===== src/rtl/pc_pkg.sv =====
// pc_pkg: shared FSM/pending enums and alignment helpers for pc_gen
package pc_pkg;
  typedef enum logic {BOOT, RUN} state_e;
  typedef enum logic [1:0] {NONE, BR, TRAP} pend_e;
  localparam int INST_BYTES_DEF = 4;
  localparam int ALIGN_BITS = $clog2(INST_BYTES_DEF);
  function automatic int align_bits(input int inst_bytes);
    return $clog2(inst_bytes);
  endfunction
endpackage


===== src/rtl/pc_redirect_hold.sv =====
// pc_redirect_hold: pending redirect register where a trap is never replaced by a later branch
module pc_redirect_hold import pc_pkg::*; #(
  parameter int ADDR_W = 32
) (
  input  logic              clk,
  input  logic              rst,
  input  logic              capture,
  input  logic              consume,
  input  logic              is_trap,
  input  logic [ADDR_W-1:0] tgt,
  output logic              pend_vld,
  output logic [ADDR_W-1:0] pend_tgt
);
  pend_e src_q, src_d;
  logic [ADDR_W-1:0] tgt_q, tgt_d;
  always_comb begin
    src_d = consume ? NONE : src_q;
    tgt_d = tgt_q;
    if (capture && (is_trap || src_q != TRAP)) begin
      src_d = is_trap ? TRAP : BR;
      tgt_d = tgt;
    end
  end
  always_ff @(posedge clk or posedge rst) begin
    if (rst) begin
      src_q <= NONE;
      tgt_q <= '0;
    end else begin
      src_q <= src_d;
      tgt_q <= tgt_d;
    end
  end
  assign pend_vld = src_q != NONE;
  assign pend_tgt = tgt_q;
endmodule


===== src/rtl/pc_gen.sv =====
// pc_gen: RISC-V fetch PC generator; PC_ALIGN_CHK_EN drops misaligned redirect targets instead of masking them
module pc_gen import pc_pkg::*; #(
  parameter int                ADDR_W     = 32,
  parameter logic [ADDR_W-1:0] RESET_VEC  = '0,
  parameter int                INST_BYTES = 1 << ALIGN_BITS
) (
  input  logic              clk,
  input  logic              rst,
  input  logic              stallreq,
  input  logic              br,
  input  logic [ADDR_W-1:0] bt,
  input  logic              trap,
  input  logic [ADDR_W-1:0] tvec,
  input  logic              fetch_ready,
  output logic [ADDR_W-1:0] pc,
  output logic              ce,
  output logic              misalign
);
  localparam int AB = align_bits(INST_BYTES);
  state_e state_q, state_d;
  logic [ADDR_W-1:0] pc_q, pc_d, pend_tgt, tvec_a, bt_a, pend_a;
  logic ce_q, ce_d, mis_q, mis_d, adv, pend_vld, trap_ok, br_ok, pend_ok;
  assign adv = state_q == RUN && !stallreq && fetch_ready;
  pc_redirect_hold #(.ADDR_W(ADDR_W)) u_hold (
    .clk      (clk),
    .rst      (rst),
    .capture  (!adv && (trap || br)),
    .consume  (adv),
    .is_trap  (trap),
    .tgt      (trap ? tvec : bt),
    .pend_vld (pend_vld),
    .pend_tgt (pend_tgt)
  );
`ifdef PC_ALIGN_CHK_EN
  assign tvec_a  = tvec;
  assign bt_a    = bt;
  assign pend_a  = pend_tgt;
  assign trap_ok = trap && tvec[AB-1:0] == '0;
  assign br_ok   = br && bt[AB-1:0] == '0;
  assign pend_ok = pend_vld && pend_tgt[AB-1:0] == '0;
  assign mis_d   = adv && ((trap && !trap_ok) || (!trap_ok && br && !br_ok) ||
                           (!trap_ok && !br_ok && pend_vld && !pend_ok));
`else
  localparam logic [ADDR_W-1:0] MASK = {{(ADDR_W-AB){1'b1}}, {AB{1'b0}}};
  assign tvec_a  = tvec & MASK;
  assign bt_a    = bt & MASK;
  assign pend_a  = pend_tgt & MASK;
  assign trap_ok = trap;
  assign br_ok   = br;
  assign pend_ok = pend_vld;
  assign mis_d   = 1'b0;
`endif
  always_comb begin
    state_d = state_q == BOOT ? RUN : state_q;
    ce_d = 1'b1;
    pc_d = !adv ? pc_q : trap_ok ? tvec_a : br_ok ? bt_a : pend_ok ? pend_a : pc_q + ADDR_W'(INST_BYTES);
  end
  always_ff @(posedge clk or posedge rst) begin
    if (rst) begin
      state_q <= BOOT;
      pc_q <= RESET_VEC;
      ce_q <= 1'b0;
      mis_q <= 1'b0;
    end else begin
      state_q <= state_d;
      pc_q <= pc_d;
      ce_q <= ce_d;
      mis_q <= mis_d;
    end
  end
  assign pc = pc_q;
  assign ce = ce_q;
  assign misalign = mis_q;
endmodule


===== config.mk =====
export PLATFORM = sky130hd
export DESIGN_NAME = pc_gen
export DESIGN_NICKNAME = d
export VERILOG_FILES = /design/src/rtl/pc_pkg.sv /design/src/rtl/pc_redirect_hold.sv /design/src/rtl/pc_gen.sv
export SDC_FILE = /design/constraint.sdc
export NUM_CORES = 1
export LEC_CHECK = 0
export BUFFER_PORTS_ARGS = -buffer_cell sky130_fd_sc_hd__buf_4
export CORE_MARGIN = 4
export CORE_UTILIZATION = 39
export CTS_BUF_LIST = sky130_fd_sc_hd__clkbuf_8 sky130_fd_sc_hd__clkbuf_16
export DETAILED_ROUTE_END_ITERATION = 8
export SLEW_MARGIN = 10
export SYNTH_ARGS = -nofsm -noshare
export SYNTH_HDL_FRONTEND = slang
export SYNTH_HIERARCHICAL = 1
export SYNTH_SLANG_ARGS = --single-unit

===== constraint.sdc =====
create_clock -name clk -period 2.4 [get_ports clk]
set_input_delay 0.24 -clock clk [delete_from_list [all_inputs] [get_ports clk]]
set_output_delay 0.24 -clock clk [all_outputs]
set_load 0.1 [all_outputs]

* After elaboration in Yosys (flattened, before gate mapping)
Cells that the tools add are included.
** Storage, ports and cells
- Bits in writable memories :: 0
- Memories :: 0
- Output and inout port bits :: 34
- Bits of input ports :: 70
- Word-level logic and storage cells :: 23
- Latch bits :: 0
- Bits in read-only memories :: 0
- Flip-flop bits (word level) :: 67
** Operators by class
- Equality and inequality tests :: 1
- Bitwise operators :: 0
- Multiplexer cells :: 7
- Multipliers :: 0
- $add $sub $neg :: 1
- Reductions and logical operators :: 10
- Divide/modulo/power cells :: 0
- Order comparisons :: 0
- Shifts and indexed selects :: 0
** Operators with widths (number)
- two-way mux 32 bit :: 4
- adder 32 x 3 -> 32 bit, second input constant :: 1
- two-way mux 2 bit :: 3
- logical AND 1 bit :: 4
- nonzero test 2 bit :: 2
- zero test 1 bit :: 2
- logical OR 1 bit :: 2
- != test 2 bit, second input constant :: 1

* Depth between registers and ports, before layout
- Depth in word-level cells :: 7
- Mapped depth :: 9
- Mapped depth without buffers :: 5

* By module
Netlist, hierarchy kept.
** By module, submodules not included
- pc_gen :: times used 1, area each 3154.3 um^2, cells each 390
- pc_redirect_hold :: times used 1, area each 1950.6 um^2, cells each 190

* Worst setup path before layout
Ideal clock, no wire load.
- Path type :: reg2reg
- Start :: register state_q
- End :: register u_hold.src_q[1]
- Stages on the path, launching flop included :: 9
- Path slack :: -213 ps
- Required time :: 2278 ps
- Path buffers :: 4
- Arrival :: 2492 ps
- Period minus slack after synthesis :: 2613 ps
- Cell sequence :: dfrtp_1 -> nand3b_1 -> inv_2 -> buf_2 -> buf_1 -> nor2_1 -> buf_2 -> buf_2 -> a32o_1
** On the way
- Word-level cells in the longest chain between the ends :: 6
- Elaborated cells between the ends (all ways) :: 7
- Classes of those cells :: mux (1); reduce/logical (6)
** RTL lines
- from (decl) :: RTL line pc_gen.sv:20 : state_e state_q, state_d;
- from (signal assigned) :: RTL line pc_gen.sv:65 : state_q <= state_d;
- logical AND 1 bit * (2 in series) :: RTL line pc_gen.sv:23 : assign adv = state_q == RUN && !stallreq && fetch_ready;
- net adv :: RTL line pc_gen.sv:22 : logic ce_q, ce_d, mis_q, mis_d, adv, pend_vld, trap_ok, br_ok, pend_ok;
- zero test 1 bit
- logical AND 1 bit :: RTL line pc_gen.sv:27 : .capture (!adv && (trap || br)),
- logical AND 1 bit :: RTL line pc_redirect_hold.sv:19 : if (capture && (is_trap || src_q != TRAP)) begin
- two-way mux 2 bit or nonzero test 2 bit (tied branches)
- to (signal assigned) :: RTL line pc_redirect_hold.sv:29 : src_q <= src_d;
- to (decl) :: RTL line pc_redirect_hold.sv:14 : pend_e src_q, src_d;
Mark *: on every way through the listed nets, which the timed path passes. The rest lies on a longest branch.
A chain may end at the register's enable or synchronous reset.

* Worst setup path in the final report
- Start :: register pc_q[2] (netlist: pc[2])
- End :: register pc_q[22] (netlist: pc[22])
** On the way
- Word-level cells in the longest chain between the ends :: 4
** RTL lines
- from (decl) :: RTL line pc_gen.sv:21 : logic [ADDR_W-1:0] pc_q, pc_d, pend_tgt, tvec_a, bt_a, pend_a;
- from (signal assigned) :: RTL line pc_gen.sv:66 : pc_q <= pc_d;
- adder 32 x 3 -> 32 bit :: RTL line pc_gen.sv:56 : pc_d = !adv ? pc_q : trap_ok ? tvec_a : br_ok ? bt_a : pend_ok ? pend_a : pc_q + ADDR_W'(INST_BYTES);
- two-way mux 32 bit (3 in series) :: RTL line pc_gen.sv:56
Every way passes these cells.

==> reports/results.ini <==
[run_status]
status=completed

[timing]
skew_ns=0.00605
slew_headroom_pct=50.1
tightest_slew_ns=0.748
tns_ns=0
setup_viol=0
hold_violations=0
finalMaxSlewViolations=0
rsz0062_at_grt=no
fin_crit_sh_pct=87.8
max_freq_ghz=0.474
finalCriticalPeriod_ns=2.11
setup_ws_ns=0.292

[critical_path]
critPathKind=flip-flop to flip-flop
crit_fanout=7
crit_path_end_kind=flip-flop
cpMaxStageDelayCell=nor3_1
crit_required_ns=2.61
crit_path_start_kind=flip-flop
cp.arrival_ns=2.32
path_cells=ha_1 -> nand3_1 -> nor3_1 -> a221oi_1 -> a211oi_1
cp_slowest_stage_delay_ns=0.50

[cts]
cts.sinks=63
clk_latency_ns=0.33
root_buffer=clkbuf_16
cts.path.max_buffers=2
hold_buffers=0
htreeDepth=3
ctsResizeCount=0
post-cts-setup-buffer-count=0
clk_pin_slew_worst_paths_ns=0.06
cts_tree=built
cts_buffers=9

[floorplan]
rows=40
die_height_um=121
chipWidth_um=121
initial_core_util_pct=40.6
core_um2=12300
boundaryPins=104
die_area_um2=14600

[global_routing]
grt.total_usage_pct=23.1
grt_max_degree=41
antenna_found_initial=0
grt_pass1_vias=4680
grt_pass1_wl_um=26600
grt_overflow=0

[route]
via_per_inst=6.05
first_pass_iters=5
drt_first_iter_violations=492
vias=4940
ant_nets=0
routedWlPerCell_um=20.8
routed_wl_um=17000
drcViolationCount=0

[placement]
gp_congestion=0.861
hpwl_um=11900
preCtsSetupSlack_ns=0.353
io_buffers=96

[yosys]
synth_cells=568
ys_warn_count=6
avgSynthCellArea_um2=8.76
syn_area_um2=4970

[power_and_ir_drop]
p_seq_share_pct=30.1
p_switching_mw=2.80
power_density_nw_per_um2=947
ir_drop_uv=351
p_leak_nw=2.49
clock_power_share_pct=24.0
power_frac_comb_pct=45.9
swShare_pct=48.0
p_int_mw=3.03

[final_layout]
area_delta_synth_final_pct=23.7
fillers=1171
layout-drive-gt1-share_pct=26.0
num_antenna_cells=0
final_common_cell=buf_4
nets=715
final_cell_mix=buf_4, dfrtp_1, nand2_1

[min_path]
min_path_type=input pin to asynchronous set/reset pin

[flow_run]
maxCapViolations=0

sequential cells by signal, summed over array words and instances (netlist names):
| register | cells |
|---|---|
| state_q | 1 |
| u_hold/pend_tgt | 30 |
| u_hold/src_q | 2 |
| pc | 30 |
critical path: cells and delay by family, from the launching register on:
| kind | cells | cell delay, ns |
|---|---|---|
| fa+ha+maj | 1 | 0.27 |
| flops | 1 | 0.44 |
| simple gates | 2 | 0.79 |
| compound gates | 2 | 0.49 |
per-layer routing:
layer	vias up	share of wire (%)	track usage [%]
met5	-	0	0
li1	2318	-	-
met4	0	1.5	6.59
met1	2450	48	34.4
met3	16	6.1	4.38
met2	156	44	33.9
power groups by stage:
stage | clock network [mW] | logic (mW) | registers (mW)
finish | 1.40 | 2.67 | 1.75
global route | 1.46 | 2.82 | 1.80
CTS | 1.41 | 2.67 | 1.74
detailed placement | 0 | 2.66 | 1.75
global placement | 0 | 2.63 | 1.73
floorplan | 0 | 1.03 | 2.67
per-stage QoR:
step / instances / power [mW] / cell area [um^2] / hold slack, ns / util [%]
after global placement: 801 / 4.36 / 5840 / 0.383 / 47.6
after CTS: 817 / 5.82 / 6160 / 0.0333 / 50.2
after global routing: 817 / 6.08 / 6160 / 0.0600 / 50.2
final: 817 / 5.83 / 6160 / 0.0186 / 50.2
after detailed placement: 801 / 4.41 / 5840 / 0.386 / 47.6
after floorplan: 570 / 3.70 / 4990 / 0.343 / -
final timing paths:
| kind | from | slack, ns | cells after the start | end |
|---|---|---|---|---|
| setup / recovery | pc[2] | 0.29 | 5 | pc[22] |
| hold / removal | rst | 0.02 | 3 | u_hold/pend_tgt[4] |
| setup reg to reg | pc[2] | 0.29 | 5 | pc[22] |
| hold reg to reg | u_hold/pend_tgt[27] | 0.53 | 2 | u_hold/pend_tgt[27] |
| max in group asynchronous | rst | 2.00 | 3 | state_q |
| min in group clk | bt[16] | 0.29 | 4 | pc[16] |
layout make-up:
class | count | area [um^2] | area share, %
timing repair buffer | 118 | 911 | 14.8
tap | 168 | 210 | 3.41
inverter | 9 | 33.8 | 0.549
clock buffer | 9 | 225 | 3.66
clock inverter | 7 | 88.8 | 1.44
multi-input combinational | 443 | 3110 | 50.4
sequential | 63 | 1580 | 25.7
Power figures use the tool's default switching activity.
